===== src/rtl/cell_bist_pkg.sv =====
// Cell codes, FSM state encoding and the input-count helper shared by the
// cell BIST sequencer and its golden model.
`default_nettype none

package cell_bist_pkg;

  typedef enum logic [1:0] {
    ST_IDLE = 2'd0,
    ST_RUN  = 2'd1,
    ST_FIN  = 2'd2
  } state_t;

  localparam logic [3:0] CELL_AND2    = 4'd0;
  localparam logic [3:0] CELL_AND3    = 4'd1;
  localparam logic [3:0] CELL_AND4    = 4'd2;
  localparam logic [3:0] CELL_BUF     = 4'd3;
  localparam logic [3:0] CELL_INV     = 4'd4;
  localparam logic [3:0] CELL_NAND2   = 4'd5;
  localparam logic [3:0] CELL_NAND3   = 4'd6;
  localparam logic [3:0] CELL_NAND4   = 4'd7;
  localparam logic [3:0] CELL_NOR2    = 4'd8;
  localparam logic [3:0] CELL_NOR3    = 4'd9;
  localparam logic [3:0] CELL_NOR4    = 4'd10;
  localparam logic [3:0] CELL_OR2     = 4'd11;
  localparam logic [3:0] CELL_OR3     = 4'd12;
  localparam logic [3:0] CELL_OR4     = 4'd13;
  localparam logic [3:0] CELL_XNOR2   = 4'd14;
  localparam logic [3:0] CELL_ILLEGAL = 4'd15;

  // Number of cell inputs; 0 only for the illegal code.
  function automatic logic [2:0] cell_inputs(input logic [3:0] code);
    logic [2:0] n;
    n = 3'd0;
    case (code)
      CELL_BUF, CELL_INV:                                         n = 3'd1;
      CELL_AND2, CELL_NAND2, CELL_NOR2, CELL_OR2, CELL_XNOR2:     n = 3'd2;
      CELL_AND3, CELL_NAND3, CELL_NOR3, CELL_OR3:                 n = 3'd3;
      CELL_AND4, CELL_NAND4, CELL_NOR4, CELL_OR4:                 n = 3'd4;
      default:                                                    n = 3'd0;
    endcase
    return n;
  endfunction

endpackage

`default_nettype wire


===== src/rtl/cell_golden.sv =====
// Combinational golden model of every supported cell; pat[0] is A1/A,
// pat[1] is A2/B, pat[2] is A3, pat[3] is A4.
`default_nettype none

module cell_golden
  import cell_bist_pkg::*;
(
  input  logic [3:0] code,
  input  logic [3:0] pat,
  output logic       exp
);

  always_comb begin
    exp = 1'b0;
    case (code)
      CELL_AND2:  exp = &pat[1:0];
      CELL_AND3:  exp = &pat[2:0];
      CELL_AND4:  exp = &pat[3:0];
      CELL_BUF:   exp = pat[0];
      CELL_INV:   exp = ~pat[0];
      CELL_NAND2: exp = ~(&pat[1:0]);
      CELL_NAND3: exp = ~(&pat[2:0]);
      CELL_NAND4: exp = ~(&pat[3:0]);
      CELL_NOR2:  exp = ~(|pat[1:0]);
      CELL_NOR3:  exp = ~(|pat[2:0]);
      CELL_NOR4:  exp = ~(|pat[3:0]);
      CELL_OR2:   exp = |pat[1:0];
      CELL_OR3:   exp = |pat[2:0];
      CELL_OR4:   exp = |pat[3:0];
      CELL_XNOR2: exp = ~(pat[0] ^ pat[1]);
      default:    exp = 1'b0;
    endcase
  end

endmodule

`default_nettype wire


===== src/rtl/cell_bist_ctrl.sv =====
// BIST sequencer: walks every input vector of the selected cell, holds each
// for SETTLE+1 cycles, compares RESP to the golden model and counts mismatches.
`default_nettype none

module cell_bist_ctrl
  import cell_bist_pkg::*;
#(
  parameter int SETTLE = 1,
  parameter int ERR_W  = 5
) (
  input  logic             CK,
  input  logic             RN,
  input  logic             START,
  input  logic [3:0]       CELL_SEL,
  input  logic             RESP,
  output logic [3:0]       PAT,
  output logic             BUSY,
  output logic             DONE,
  output logic             PASS,
  output logic [ERR_W-1:0] ERR_CNT
);

  localparam logic [3:0]       SETTLE_VAL = SETTLE[3:0];
  localparam logic [ERR_W-1:0] ERR_MAX    = '1;

  state_t           state, state_n;
  logic [3:0]       code, code_n;
  logic [3:0]       pat, pat_n;
  logic [3:0]       hold, hold_n;
  logic             busy, busy_n;
  logic             done, done_n;
  logic             pass, pass_n;
  logic [ERR_W-1:0] err, err_n;
  logic [ERR_W-1:0] err_sum;
  logic [4:0]       span;
  logic [4:0]       last_full;
  logic             exp;

  cell_golden u_golden (
    .code (code),
    .pat  (pat),
    .exp  (exp)
  );

  always_ff @(posedge CK) begin
    if (!RN) begin
      state <= ST_IDLE;
      code  <= 4'd0;
      pat   <= 4'd0;
      hold  <= 4'd0;
      busy  <= 1'b0;
      done  <= 1'b0;
      pass  <= 1'b0;
      err   <= '0;
    end else begin
      state <= state_n;
      code  <= code_n;
      pat   <= pat_n;
      hold  <= hold_n;
      busy  <= busy_n;
      done  <= done_n;
      pass  <= pass_n;
      err   <= err_n;
    end
  end

  always_comb begin
    state_n   = state;
    code_n    = code;
    pat_n     = pat;
    hold_n    = hold;
    busy_n    = busy;
    done_n    = done;
    pass_n    = pass;
    err_n     = err;
    err_sum   = err;
    span      = 5'd1 << cell_inputs(code);
    last_full = span - 5'd1;

    case (state)
      ST_RUN: begin
        if (hold != 4'd0) begin
          hold_n = hold - 4'd1;
        end else begin
          // Final-vector mismatch must land in the count used for PASS.
          if ((RESP != exp) && (err != ERR_MAX)) begin
            err_sum = err + 1'b1;
          end
          err_n = err_sum;
          if (pat == last_full[3:0]) begin
            state_n = ST_FIN;
            busy_n  = 1'b0;
            done_n  = 1'b1;
            pass_n  = (err_sum == '0);
            pat_n   = 4'd0;
          end else begin
            pat_n  = pat + 4'd1;
            hold_n = SETTLE_VAL;
          end
        end
      end
      default: begin
        if (START) begin
          code_n = CELL_SEL;
          pat_n  = 4'd0;
          err_n  = '0;
          pass_n = 1'b0;
          if (CELL_SEL == CELL_ILLEGAL) begin
            state_n = ST_FIN;
            busy_n  = 1'b0;
            done_n  = 1'b1;
          end else begin
            state_n = ST_RUN;
            hold_n  = SETTLE_VAL;
            busy_n  = 1'b1;
            done_n  = 1'b0;
          end
        end
      end
    endcase
  end

  assign PAT     = pat;
  assign BUSY    = busy;
  assign DONE    = done;
  assign PASS    = pass;
  assign ERR_CNT = err;

endmodule

`default_nettype wire


===== config.mk =====
export PLATFORM = sky130hd
export DESIGN_NAME = cell_bist_ctrl
export DESIGN_NICKNAME = d
export VERILOG_FILES = /design/src/rtl/cell_bist_pkg.sv /design/src/rtl/cell_golden.sv /design/src/rtl/cell_bist_ctrl.sv
export SDC_FILE = /design/constraint.sdc
export NUM_CORES = 1
export LEC_CHECK = 0
export BUFFER_PORTS_ARGS = -buffer_cell sky130_fd_sc_hd__buf_4
export CORE_MARGIN = 5
export CORE_UTILIZATION = 50
export DETAILED_ROUTE_END_ITERATION = 16
export PLACE_DENSITY_LB_ADDON = 0.25
export SKIP_LAST_GASP = 1
export SLEW_MARGIN = 10
export SYNTH_ARGS = -nofsm -noshare
export SYNTH_HDL_FRONTEND = slang
export SYNTH_SLANG_ARGS = --single-unit
export TNS_END_PERCENT = 10

===== constraint.sdc =====
create_clock -name CK -period 2.2 [get_ports CK]
set_input_delay 0.22 -clock CK [delete_from_list [all_inputs] [get_ports CK]]
set_output_delay 0.22 -clock CK [all_outputs]
set_load 0.02 [all_outputs]

Yosys cells after proc, flatten, opt, wreduce, memory -nomap -nowiden
Memory sizes are Yosys's and may differ from the RTL's. A register that Yosys moved wholly into a read port is not among the register bits.
Cells that the tools add are included.
{"block": "classes", "add_sub_neg": 4, "multipliers": 0, "div": 0, "magnitude_cmp": 0, "eq_ne": 23, "shifts": 1, "n_mux": 37, "n_bitwise": 10, "reduce_logical": 15}
{"cell": "2-to-1 mux 4 bit", "n": 11}
{"cell": "== test 4 bit (second input constant)", "n": 8}
{"cell": "2-to-1 mux 5 bit", "n": 6}
{"cell": "== test 4 x 3 -> 1 bit (second input constant)", "n": 4}
{"cell": "case mux 1 bit (15 select lines)", "n": 1}
{"cell": "2-to-1 mux 1 bit", "n": 14}
{"cell": "2-to-1 mux 2 bit", "n": 5}
{"cell": "NOT 1 bit", "n": 9}
{"cell": "AND reduction 3 bit", "n": 3}
{"cell": "== test 4 x 2 -> 1 bit (second input constant)", "n": 2}
{"cell": "subtractor 4 x 1 -> 4 bit (second input constant)", "n": 2}
{"cell": "AND reduction 2 bit", "n": 3}
{"cell": "adder 5 x 1 -> 5 bit (second input constant)", "n": 1}
{"cell": "logical NOT 5 bit", "n": 1}
{"cell": "inequality test 5 bit (second input constant)", "n": 1}
{"cell": "adder 4 x 1 -> 4 bit (second input constant)", "n": 1}
{"cell": "== test 4 x 1 -> 1 bit (second input constant)", "n": 1}
{"cell": "== test 4 bit", "n": 1}
{"cell": "logical NOT 4 bit", "n": 1}
{"cell": "inequality test 2 bit (second input constant)", "n": 2}
{"cell": "AND reduction 4 bit", "n": 1}
{"cell": "nonzero test 4 bit", "n": 1}
{"cell": "OR reduction 4 bit", "n": 1}
{"cell": "<< shifter 1 x 3 -> 4 bit (first input constant)", "n": 1}
{"cell": "other kinds (9)", "n": 9}
{"block": "word_totals", "reg_bits": 22, "latchBits": 0, "mem_bits_rw": 0, "rom_bits": 48, "output_inout_bits": 12, "wordCells": 99, "n_memories": 1}
{"memory": "(no name shown)", "depth": 16, "word_bits": 3, "read_ports": 1, "rd_clocked_by_memory_dff": 1, "wr": 0, "line": "cell_bist_pkg.sv:34", "source": "case (code)"}

Logic depth before layout (Yosys ltp)
Gate-level depths: netlist (run 1).
{"block": "depth", "word_depth": 12, "depth_mapped": 10, "mapped_depth_nobuf": 10}

Modules after synthesis
Synthesis (run 1) repeated with hierarchy kept, for this count alone.
{"block": "hier_totals", "hier_cells": 201, "hier_area_um2": 1649.1}
{"mod": "cell_bist_ctrl", "n_inst": 1, "cells_each": 169, "area_per_inst_um2": 1410.1, "seq_area_each_um2": 480.5}
{"mod": "cell_golden", "n_inst": 1, "cells_each": 32, "area_per_inst_um2": 239.0, "seq_area_each_um2": 0.0}

Worst setup path before layout (run 1)
OpenSTA, ideal clock, no wires.
{"block": "synth_path", "kind": "register to register", "from": "register pat[0] (netlist: PAT[0])", "to": "register err[0] (netlist: ERR_CNT[0])", "arrival_time_ps": 2253, "required_time_ps": 2121, "path_slack_ps": -132, "stages_incl_launch_ff": 11, "path_buffers": 1, "period_less_slack_ps": 2332, "cell_sequence": "dfxtp_1 > inv_1 > ha_1 > and3b_2 > o21ai_0 > o2111ai_1 > a21o_1 > a21o_1 > buf_6 > o21a_1 > a211oi_2"}
{"block": "synth_via", "elab_chain_len": 10, "elab_cells_between_ends": 23, "cone_classes": "eq/ne (1); mux (6); bitwise (9); reduce/logical (7)"}
{"item": "from (decl)", "line": "cell_bist_ctrl.sv:28", "source": "logic [3:0] pat, pat_n;"}
{"item": "from (signal assigned)", "line": "cell_bist_ctrl.sv:58", "source": "pat <= pat_n;"}
{"item": "OR reduction 4 bit, or another cell as far along", "line": "cell_golden.sv:26, cell_golden.sv:29"}
{"item": "NOT 1 bit, or another cell as far along", "line": "cell_golden.sv:26", "source": "CELL_NOR4: exp = ~(|pat[3:0]);"}
{"item": "case mux 1 bit (15 select lines) (*)", "line": "cell_golden.sv:15", "source": "case (code)"}
{"item": "inequality test 1 bit (*)", "line": "cell_bist_ctrl.sv:86", "source": "if ((RESP != exp) && (err != ERR_MAX)) begin"}
{"item": "logical AND 1 bit (*)", "line": "cell_bist_ctrl.sv:86"}
{"item": "2-to-1 mux 5 bit (*)", "line": "cell_bist_ctrl.sv:86"}
{"item": "2-to-1 mux 5 bit (*)", "line": "cell_bist_ctrl.sv:82", "source": "if (hold != 4'd0) begin"}
{"item": "2-to-1 mux 5 bit (*)", "line": "cell_bist_ctrl.sv:80", "source": "case (state)"}
{"item": "2-to-1 mux 5 bit (*)", "line": "cell_bist_ctrl.sv:82"}
{"item": "2-to-1 mux 5 bit (*)", "line": "cell_bist_ctrl.sv:80"}
{"item": "to (signal assigned)", "line": "cell_bist_ctrl.sv:63", "source": "err <= err_n;"}
{"item": "to (decl)", "line": "cell_bist_ctrl.sv:33", "source": "logic [ERR_W-1:0] err, err_n;"}
Mark *: on every way between the ends. The rest lies on a longest branch, timed or not. The select of a mux whose other input is x is not followed.
A chain may end at the register's enable or synchronous reset.

==> reports/results.txt, run 1 <==
Slew margin rel. = 72.5%
Worst Setup Path Type = reg2reg
Fin crit period = 2.17 ns
First-pass GRT wire length = 6130 um
Syn. warnings = 0
Worst setup SP type = flop
Multi-input gate area = 0.00124 mm2
DRC = 0
Routability cong. = 0.847
Htree depth = 1
Asr flop ratio synth = 0%
Yosys reg bits = 24
Root Buffer = clkbuf_4
MaxCap Viol Count = 0
# nets final = 271
HPWL Detailed = 2940 um
Unrepaired setup endpoints after global routing = true
Final setup viols = 0
Reg clk slew, reported paths = 0.14 ns
Global-route usage over all layers = 17.1%
Share of layout cells above drive strength 1 = 33.7%
First drt pass iteration count = 4
Clock buffer depth = 2
Filler cells = 287
Register area share after synthesis = 27.8%
Commonest register cell after synthesis = dfxtp_1
Final hold viol count = 0
CTS tree = built
Vias in the first global route = 1,394
Crit path required time = 2.45 ns
Pleak = 0.914 nW
Final period util = 98.9%
DR vias/cell = 5.54
ANT nets after route = 0
Clock latency at the later pin of the worst-skew pair = 0.33 ns
P per Cell Area = 514 mW/mm2
Dpl cells = 291
Core ar. = 0.00334 mm2
Io pins = 20
N_diodes = 0
Tot Pwr = 0.00114 W
Clk_skew = 0.0137 ns
Hold Slack = 0.187 ns
Area delta synth->final = 28.4%
Setup TNS Final = 0 ns
Overflow after GRT = 0
# rows = 21
Register Area = 488 um2
Peak supply drop = 0.387 mV
Mapped Area = 0.00173 mm2
Die width = 68.7 um
Synth Instances = 210
Die footprint = 0.00473 mm2
Synth cell types = 58
Outcome = completed
TritonCTS Buffers = 3
Largest net degree at the start of global routing = 15
Clock sinks = 24
Initial antenna violation count = 0
Syn avg cell area = 8.22 um2
Syn_nets = 231
Final std cells w/o fill = 295
Drt wl/cell = 13.1 um
Least-Margin Pin Slew = 0.412 ns
PortBufs = 19
Die height = 68.7 um
Starting Density = 51.7%
Highest Clock Rate = 0.460 GHz
Arr. time, crit path = 2.43 ns
Max FO, Critical Path = 4
Min-delay worst type = in2reg
WL final = 3880 um
EDFF count, synth = 0
Utilization after layout = 66.4%
Final Max Slew Viols = 0
Starting DRT DRC Count = 87
Vias = 1,635
CP endpoint kind = flop
-- stage by stage --
| step | area [um2] | setup slack, ns |
|---|---|---|
| 6_report | 2210 | 0.0251 |
| 5_1_grt | 2210 | -0.0905 |
| 4_1_cts | 2130 | -0.000611 |
| 3_5_place_dp | 2060 | -0.0843 |
| 3_3_place_gp | 2060 | -0.0547 |
| 2_1_floorplan | 1730 | -0.0355 |
-- worst paths after layout --
check / cells past startpoint / start / slack, ns / endpoint
min reg2reg: 2 / PASS / 0.52 / PASS
max: 8 / flop / 0.03 / hold[0]
max reg2reg: 8 / flop / 0.03 / hold[0]
min: 2 / RN / 0.19 / state[1]
-- metal layers --
metal  up-vias  global-route usage (%)  routed length (um)
met5         -                       0                   0
met4         0                    7.30                  24
met3         2                    2.43                  96
met2        18                    27.2                1870
met1       769                    23.1                1880
li1        846                       -                   -
-- synthesized netlist by cell type, drive strengths merged (2+ instances only) --
cell / instances / area (um2)
or3b: 2 / 17.5
and3b: 2 / 18.8
a21oi: 18 / 90.1
inv: 12 / 47.6
nand3: 7 / 35.0
nor2b: 4 / 25.0
o211ai: 2 / 15.0
a41oi: 2 / 17.5
nor2: 16 / 60.1
ha: 13 / 163
a21o: 3 / 22.5
and2: 3 / 20.0
buf: 7 / 52.5
dfxtp: 24 / 480
nor3b: 2 / 15.0
a211oi: 4 / 35.0
xor2: 3 / 26.3
o311ai: 2 / 35.0
nor3: 8 / 40.0
nor4b: 2 / 17.5
o21a: 5 / 37.5
o22ai: 2 / 12.5
mux2i: 4 / 40.0
xnor2: 2 / 17.5
nand2: 21 / 78.8
o2111ai: 2 / 23.8
clkbuf: 2 / 7.51
o21ai: 9 / 45.0
and3: 2 / 12.5
nand4: 2 / 12.5
or3: 3 / 23.8
nand2b: 4 / 25.0
-- what timing repair did --
action                     CTS  global route
hold buffers                 0             0
setup buffers                0             0
gates resized for setup      4            24
gates cloned                 0             0
setup endpoints to repair    8            14
pin swaps                    2             7
-- where the power goes --
part           switching (W)  leakage [nW]  internal [W]
combinational       0.000176         0.688      0.000157
sequential         0.0000239         0.198      0.000459
clock               0.000139        0.0279      0.000184
total               0.000339         0.914      0.000800
-- cell families (layout without fill, tap and decap cells) --
| kind of cell | count (synthesis) | after routing | share of synthesized area, % |
|---|---|---|---|
| buffers and inverters | 21 | 60 | 6.24 |
| xor gates and xnor gates | 5 | 5 | 2.54 |
| muxes | 6 | 6 | 4.28 |
| DFF | 24 | 24 | 27.8 |
| AOI/OAI and AO/OA | 57 | 57 | 23.3 |
| and+or+nand+nor | 84 | 84 | 26.4 |
| adders and majority gates | 13 | 13 | 9.43 |
-- critical path, stage by stage (launching register included) --
cell and delay (ns):
dfxtp_2 0.34, or3_4 0.40, ha_4 0.18, xor2_2 0.15
mux2i_1 0.14, a21oi_2 0.23, nor3_1 0.09, or2_2 0.34
a211oi_1 0.25
-- placed cells by master, fill, tap and decap left out, types with 6 or more instances in the layout --
| cell type | n |
|---|---|
| dfxtp_2 | 6 |
| nand3_1 | 7 |
| buf_4 | 44 |
| nor2_1 | 16 |
| dfxtp_1 | 18 |
| nor3_1 | 8 |
| a21oi_1 | 17 |
| nand2_1 | 21 |
| ha_1 | 10 |
| inv_1 | 11 |
-- layout make-up --
| type | count | area share, % |
|---|---|---|
| multi-input cells | 165 | 55.9 |
| flip-flops and latches | 24 | 22.0 |
| clock inverters | 1 | 1.36 |
| repair buffers | 44 | 14.9 |
| well taps | 46 | 2.60 |
| clock buffers | 3 | 1.02 |
| inverters | 12 | 2.15 |
No activity file was read; power rests on OpenSTA's default activity.
==> inputs of run 2 (changes only) <==
--- a/config.mk
+++ b/config.mk
@@ -5,6 +5,7 @@
 export SDC_FILE = /design/constraint.sdc
 export NUM_CORES = 1
 export LEC_CHECK = 0
+export ABC_AREA = 1
 export BUFFER_PORTS_ARGS = -buffer_cell sky130_fd_sc_hd__buf_4
 export CORE_MARGIN = 5
 export CORE_UTILIZATION = 50
==> run 2 against run 1 <==
Effect of this change:
- worst hold slack got worse by 0.057 ns
- first-iteration DRC count decreased by 41%
- register-to-register slack improved by 0.12 ns
- sequential power increased by 3%
- wire length decreased by 10%
- via count decreased by 1.0%
- total power decreased by 4.3%
- global-route usage decreased by 2.1 points
- cell area decreased by 8.0%
- clock-buffer cell count increased by 1
- critical path depth increased by 7
- clock power decreased by 31%
- critical path type unchanged
- largest power group unchanged
==> reports/results.txt, run 2 <==
Outcome = completed (unchanged)
Die height = 69.4 um (was 68.7 um)
Routability cong. = 0.796 (was 0.847)
Max FO, Critical Path = 7 (was 4)
Tot Pwr = 0.00109 W (was 0.00114 W)
Filler cells = 351 (was 287)
P per Cell Area = 535 mW/mm2 (was 514 mW/mm2)
Synth top cells by count = nand2_1 (55), inv_1 (28), dfxtp_1 (24), nor2_1 (23), nand3_1 (20) (was dfxtp_1 (24), nand2_1 (21), a21oi_1 (18), nor2_1 (16), ha_1 (13))
Worst Setup Path Type = reg2reg (unchanged)
Post-CTS Setup Bufs = 0 (unchanged)
Syn avg cell area = 6.83 um2 (was 8.22 um2)
Starting Density = 52.4% (was 51.7%)
Met1 GRT Util = 19.5% (was 23.1%)
Reg clk slew, reported paths = 0.12 ns (was 0.14 ns)
Final hold viol count = 0 (unchanged)
Setup TNS Final = 0 ns (unchanged)
Switching pwr = 0.000376 W (was 0.000339 W)
DR vias/cell = 4.89 (was 5.54)
Vias in the first global route = 1,512 (was 1,394)
Vias = 1,618 (was 1,635)
Worst path depth = 15 (was 8)
Least-Margin Pin Slew = 0.457 ns (was 0.412 ns)
CP max-delay cell = dfxtp_1 (was or3_4)
Synth Instances = 258 (was 210)
Final Max Slew Viols = 0 (unchanged)
Top cells by area, synth = dfxtp_1 (27%), nand2_1 (12%), ha_1 (9.2%) (was dfxtp_1 (28%), ha_1 (9.4%), a21oi_1 (5.2%))
Mux cell area share after synthesis = 0% (was 4.28%)
Io pins = 20 (unchanged)
Highest Clock Rate = 0.486 GHz (was 0.460 GHz)
MaxCap Viol Count = 0 (unchanged)
Clock buffer depth = 2 (unchanged)
Critical path buffer and inverter count = 1 (was 0)
CP delay by family, top = simple AND/OR/NAND/NOR gates (unchanged)
Pleak = 0.998 nW (was 0.914 nW)
Met3 GRT Util = 1.74% (was 2.43%)
Final setup viols = 0 (unchanged)
Pre-CTS worst setup slack = 0.155 ns (was -0.0843 ns)
Count leader, synth = nand2_1 (was dfxtp_1)
Root Buffer = clkbuf_4 (unchanged)
Fin crit period = 2.06 ns (was 2.17 ns)
EDFF count, synth = 0 (unchanged)
Sw frac = 34.5% (was 29.8%)
Final worst slack = 0.142 ns (was 0.0251 ns)
Largest family of logic cells by synthesized area = simple AND/OR/NAND/NOR gates (unchanged)
Overflow after GRT = 0 (unchanged)
CTS tree = built (unchanged)
Clock sinks = 24 (unchanged)
Crit path required time = 2.45 ns (about the same)
Final period util = 93.6% (was 98.9%)
TritonCTS Buffers = 3 (unchanged)
DRC = 0 (unchanged)
Combinational power share = 33.8% (was 29.2%)
PortBufs = 19 (unchanged)
Syn_nets = 279 (was 231)
First drt pass iteration count = 6 (was 4)
Core ar. = 0.00336 mm2 (was 0.00334 mm2)
Arr. time, crit path = 2.31 ns (was 2.43 ns)
Worst setup SP type = flop (unchanged)
XOR/XNOR share of the synthesized area = 4.97% (was 2.54%)
CP endpoint kind = flop (unchanged)
Simple-gate share of the synthesized area = 38.8% (was 26.4%)
Slew margin rel. = 69.5% (was 72.5%)
Sequential share of power = 45.8% (was 42.4%)
Synth cell types = 34 (was 58)
Clk_skew = 0.00531 ns (was 0.0137 ns)
Utilization after layout = 60.6% (was 66.4%)
Htree depth = 1 (unchanged)
CP peak stage delay = 0.49 ns (was 0.40 ns)
Die footprint = 0.00481 mm2 (was 0.00473 mm2)
HPWL Detailed = 2810 um (was 2940 um)
Mapped Area = 0.00176 mm2 (was 0.00173 mm2)
WL final = 3490 um (was 3880 um)
Met2 usage = 25.8% (was 27.2%)
Commonest register cell after synthesis = dfxtp_1 (unchanged)
# rows = 21 (unchanged)
Adder-Cell Fraction of Synth Area = 9.23% (was 9.43%)
Clock latency at the later pin of the worst-skew pair = 0.30 ns (was 0.33 ns)
Worst Reg-to-Reg Cells = 15 (was 8)
Most common cell after layout, fill and taps aside = nand2_1 (was buf_4)
Clock power share = 20.4% (was 28.4%)
Internal = 0.000714 W (was 0.000800 W)
Area delta synth->final = 15.5% (was 28.4%)
Yosys reg bits = 24 (unchanged)
Starting DRT DRC Count = 51 (was 87)
Die width = 69.4 um (was 68.7 um)
Drt wl/cell = 10.5 um (was 13.1 um)
Unrepaired setup endpoints after global routing = true (unchanged)
Layer with the highest usage = met2 (unchanged)
Global-route usage over all layers = 15.0% (was 17.1%)
Commonest non-fill, non-tap cells in the layout = nand2_1 (55), inv_1 (28), buf_4 (27) (was buf_4 (44), nand2_1 (21), dfxtp_1 (18))
Register area share after synthesis = 27.3% (was 27.8%)
Min-delay worst type = in2reg (unchanged)
Hold path depth = 3 (was 2)
Initial antenna violation count = 0 (unchanged)
Asr flop ratio synth = 0% (unchanged)
Peak supply drop = 0.365 mV (was 0.387 mV)
CP dominant cell by count = nand2_1
First-pass GRT wire length = 6240 um (was 6130 um)
Worst path cell trace = inv_2, ha_1, nand2_1, nor2_1, nand3_1, nand3_2, nor2_4, nand3_2, nand3_4, nand2_1, nand2_1, nand2_1, nor2_1, nand2_1, a21oi_2 (was or3_4, ha_4, xor2_2, mux2i_1, a21oi_2, nor3_1, or2_2, a211oi_1)
ANT nets after route = 0 (unchanged)
Share of layout cells above drive strength 1 = 24.6% (was 33.7%)
Syn. warnings = 0 (unchanged)
Synth Area in Compound Gates = 8.87% (was 23.3%)
Largest net degree at the start of global routing = 14 (was 15)
# nets final = 307 (was 271)
Synth area leader = dfxtp_1 (unchanged)
N_diodes = 0 (unchanged)
Yosys top cell area share = 27.3% (was 27.8%)
run 2: timing repair:
item | CTS | global route
resized for setup | 0 | 1
endpoints found under the hold margin | 0 | 0
hold buffers | 0 | 0
setup endpoints to repair | 0 | 4
run 2: worst paths after layout:
path | start | endpoint | slack [ns]
max | PAT[0] | PASS | 0.14
min | RN | DONE | 0.13
max reg2reg | PAT[0] | PASS | 0.14
min reg2reg | PASS | PASS | 0.50
run 2: layout make-up:
| cell class | count | area, um2 | area share (%) |
|---|---|---|---|
| Sequential cell | 24 | 480 | 23.6 |
| Inverter | 44 | 165 | 8.11 |
| Clock buffer | 4 | 36.3 | 1.78 |
| Multi-Input combinational cell | 186 | 1090 | 53.7 |
| Tap cell | 46 | 57.6 | 2.83 |
| Timing Repair Buffer | 27 | 203 | 9.95 |
run 2: metrics by stage:
| step | cell area [um2] | hold WS, ns | cells |
|---|---|---|---|
| after global routing | 2040 | 0.132 | 331 |
| after global placement | 2000 | 0.448 | 327 |
| after floorplan | 1760 | 0.318 | 258 |
| after detailed placement | 2000 | 0.453 | 327 |
| final | 2040 | 0.129 | 331 |
| after CTS | 2030 | 0.121 | 331 |
run 2: cells by family after synthesis:
family                     after synthesis
and+or+nand+nor                        136
adders and majority gates               13
AOI/OAI and AO/OA                       27
DFF                                     24
buffers and inverters                   48
xor gates and xnor gates                10
run 2: layer usage:
metal | routed length (um) | up-vias
met5 | 0 | -
met4 | 24 | 0
met3 | 130 | 4
met2 | 1670 | 28
met1 | 1660 | 711
li1 | - | 875
run 2: power by group through the flow:
stage               sequential [W]  combinational, W  clock [W]
finish                    0.000499          0.000369   0.000222
global route              0.000504          0.000419   0.000249
CTS                       0.000499          0.000368   0.000233
detailed placement        0.000509          0.000366          0
global placement          0.000509          0.000357          0
floorplan                 0.000508          0.000272          0
run 2: worst min-delay path: stages:
cell	delay, ns
buf_4	0.10
nand2_1	0.05
inv_1	0.04
==> inputs of run 3 (changes only) <==
==> constraint.sdc (replaced) <==
create_clock -name CK -period 2.6 [get_ports CK]
set_input_delay 0.26 -clock CK [delete_from_list [all_inputs] [get_ports CK]]
set_output_delay 0.26 -clock CK [all_outputs]
set_load 0.02 [all_outputs]
==> run 3 against run 2 <==
Effect of this change:
- clock power grew 23%
- sequential cell count is the same
- non-clock buffer count shrank 6
- final cell count shrank 1.8%
- setup slack gained 0.30 ns
- clock skew grew 0.011 ns
- core utilization shrank 1.0 points
- cell area shrank 1.7%
- via count shrank 4.1%
- largest cell class unchanged
- largest power group unchanged
==> reports/results.txt, run 3 (synthesis gave the netlist of run 2 again) <==
Outcome = completed (unchanged)
Vias = 1,552 (was 1,618)
MaxCap Viol Count = 0 (unchanged)
Vias in the first global route = 1,359 (was 1,512)
Final period util = 83.2% (was 93.6%)
Largest net degree at the start of global routing = 16 (was 14)
CP delay by family, top = simple AND/OR/NAND/NOR gates (unchanged)
WHS Endpoint = state[1] (was DONE)
Tot Pwr = 0.000985 W (was 0.00109 W)
Setup TNS Final = 0 ns (unchanged)
Sw frac = 32.6% (was 34.5%)
Worst setup SP type = flop (unchanged)
Die footprint = 0.00481 mm2 (unchanged)
CP endpoint kind = flop (unchanged)
First drt pass iteration count = 4 (was 6)
Reg clk slew, reported paths = 0.15 ns (was 0.12 ns)
CP peak stage delay = 0.39 ns (was 0.49 ns)
Post-CTS Hold Buffers = 0 (unchanged)
Clock power share = 27.7% (was 20.4%)
Slew margin rel. = 63.1% (was 69.5%)
Peak supply drop = 0.353 mV (was 0.365 mV)
Combinational power share = 29.5% (was 33.8%)
CP max-delay cell = dfxtp_1 (unchanged)
Worst Setup Path Type = reg2reg (unchanged)
Hold path depth = 3 (unchanged)
Commonest non-fill, non-tap cells in the layout = nand2_1 (55), inv_1 (28), dfxtp_1 (24) (was nand2_1 (55), inv_1 (28), buf_4 (27))
Drt wl/cell = 9.90 um (was 10.5 um)
Arr. time, crit path = 2.37 ns (was 2.31 ns)
Share of layout cells above drive strength 1 = 22.6% (was 24.6%)
Internal = 0.000664 W (was 0.000714 W)
Routability cong. = 0.791 (was 0.796)
Starting DRT DRC Count = 110 (was 51)
TritonCTS Buffers = 3 (unchanged)
Clock sinks = 24 (unchanged)
First-pass GRT wire length = 5770 um (was 6240 um)
Post-CTS Setup Bufs = 0 (unchanged)
Htree depth = 1 (unchanged)
CTS tree = built (unchanged)
Fin crit period = 2.16 ns (was 2.06 ns)
WL final = 3220 um (was 3490 um)
# rows = 21 (unchanged)
Most common cell after layout, fill and taps aside = nand2_1 (unchanged)
Core ar. = 0.00336 mm2 (unchanged)
ANT nets after route = 0 (unchanged)
Unrepaired setup endpoints after global routing = false (was true)
Worst path cell trace = inv_2, nor2_4, nor2_2, inv_1, nor2_1, nor3_1, inv_1, ha_1, or2_1, o21ai_1, o21ai_1 (was inv_2, ha_1, nand2_1, nor2_1, nand3_1, nand3_2, nor2_4, nand3_2, nand3_4, nand2_1, nand2_1, nand2_1, nor2_1, nand2_1, a21oi_2)
Dpl cells = 321 (was 327)
Switching pwr = 0.000321 W (was 0.000376 W)
PortBufs = 19 (unchanged)
R2r startpoint = state[0] (was PAT[0])
Final hold viol count = 0 (unchanged)
Root Buffer = clkbuf_4 (unchanged)
Min-delay worst type = in2reg (unchanged)
Area delta synth->final = 13.6% (was 15.5%)
Pleak = 0.974 nW (was 0.998 nW)
Overflow after GRT = 0 (unchanged)
Utilization after layout = 59.6% (was 60.6%)
Io pins = 20 (unchanged)
Starting Density = 52.4% (unchanged)
Sequential share of power = 42.8% (was 45.8%)
Die height = 69.4 um (unchanged)
Clock latency at the later pin of the worst-skew pair = 0.32 ns (was 0.30 ns)
Crit path required time = 2.81 ns (was 2.45 ns)
HPWL Detailed = 2560 um (was 2810 um)
Clk_skew = 0.0165 ns (was 0.00531 ns)
N_diodes = 0 (unchanged)
P per Cell Area = 492 mW/mm2 (was 535 mW/mm2)
Max FO, Critical Path = 8 (was 7)
Highest Clock Rate = 0.462 GHz (was 0.486 GHz)
Critical path buffer and inverter count = 3 (was 1)
Final std cells w/o fill = 325 (was 331)
# nets final = 301 (was 307)
Global-route usage over all layers = 14.0% (was 15.0%)
DRC = 0 (unchanged)
Initial antenna violation count = 0 (unchanged)
Hold Crit Start = RN (unchanged)
Least-Margin Pin Slew = 0.551 ns (was 0.457 ns)
Die width = 69.4 um (unchanged)
Final setup viols = 0 (unchanged)
DR vias/cell = 4.78 (was 4.89)
R2R setup slack = 0.44 ns (was 0.14 ns)
Clock buffer depth = 2 (unchanged)
Post-CTS sizing = 0 (unchanged)
Final Max Slew Viols = 0 (unchanged)
Worst Reg-to-Reg Cells = 11 (was 15)
[run 3: cell count changes in the layout (fill, tap and decap cells not counted), sizes merged]
| cell | before | now |
|---|---|---|
| clkbuf | 4 | 3 |
| buf | 27 | 21 |
| bufinv | 0 | 1 |
[run 3: routing by layer]
| layer | part of all wire, % | GRT usage [%] | routed length, um |
|---|---|---|---|
| met3 | 3.4 | 3.04 | 111 |
| met2 | 42 | 21.1 | 1340 |
| met5 | 0 | 0 | 0 |
| met4 | 2.1 | 5.64 | 66 |
| met1 | 53 | 19.3 | 1700 |
[run 3: worst max-delay path by stage]
stage / startpoint / endpoint / slack, ns / cells past startpoint
floorplan: state[0] / flop / 0.56 / 11
CTS: state[0] / flop / 0.42 / 11
detailed placement: state[0] / flop / 0.47 / 11
global placement: state[0] / flop / 0.45 / 11
global route: state[0] / flop / 0.18 / 11
finish: state[0] / flop / 0.44 / 11
[run 3: through the flow]
stage	hold slack [ns]	setup WS (ns)	cell area [um2]
final	0.153	0.437	2000
after detailed placement	0.477	0.465	1950
after CTS	0.153	0.416	2000
after global routing	0.147	0.184	2000
after global placement	0.482	0.450	1950
after floorplan	0.358	0.558	1760
[run 3: layout make-up]
cell class	count	area (um2)
flip-flops and latches	24	480
fillers	352	1360
multi-input cells	186	1090
inverters	44	165
clock buffers	3	22.5
repair buffers	21	158
clock inverters	1	30.0
well taps	46	57.6
[run 3: power by group through the flow]
stage	logic (W)	clock network (W)	registers, W
floorplan	0.000230	0	0.000430
CTS	0.000294	0.000276	0.000422
detailed placement	0.000292	0	0.000431
global route	0.000336	0.000293	0.000427
finish	0.000291	0.000272	0.000422
global placement	0.000291	0	0.000430
[run 3: worst reg2reg max path, delay by kind of cell (launching register included)]
family          cells  cell delay [ns]
flops               1             0.39
compound gates      2             0.18
simple gates        5             0.86
fa+ha+maj           1             0.23
buf+inv             3             0.39
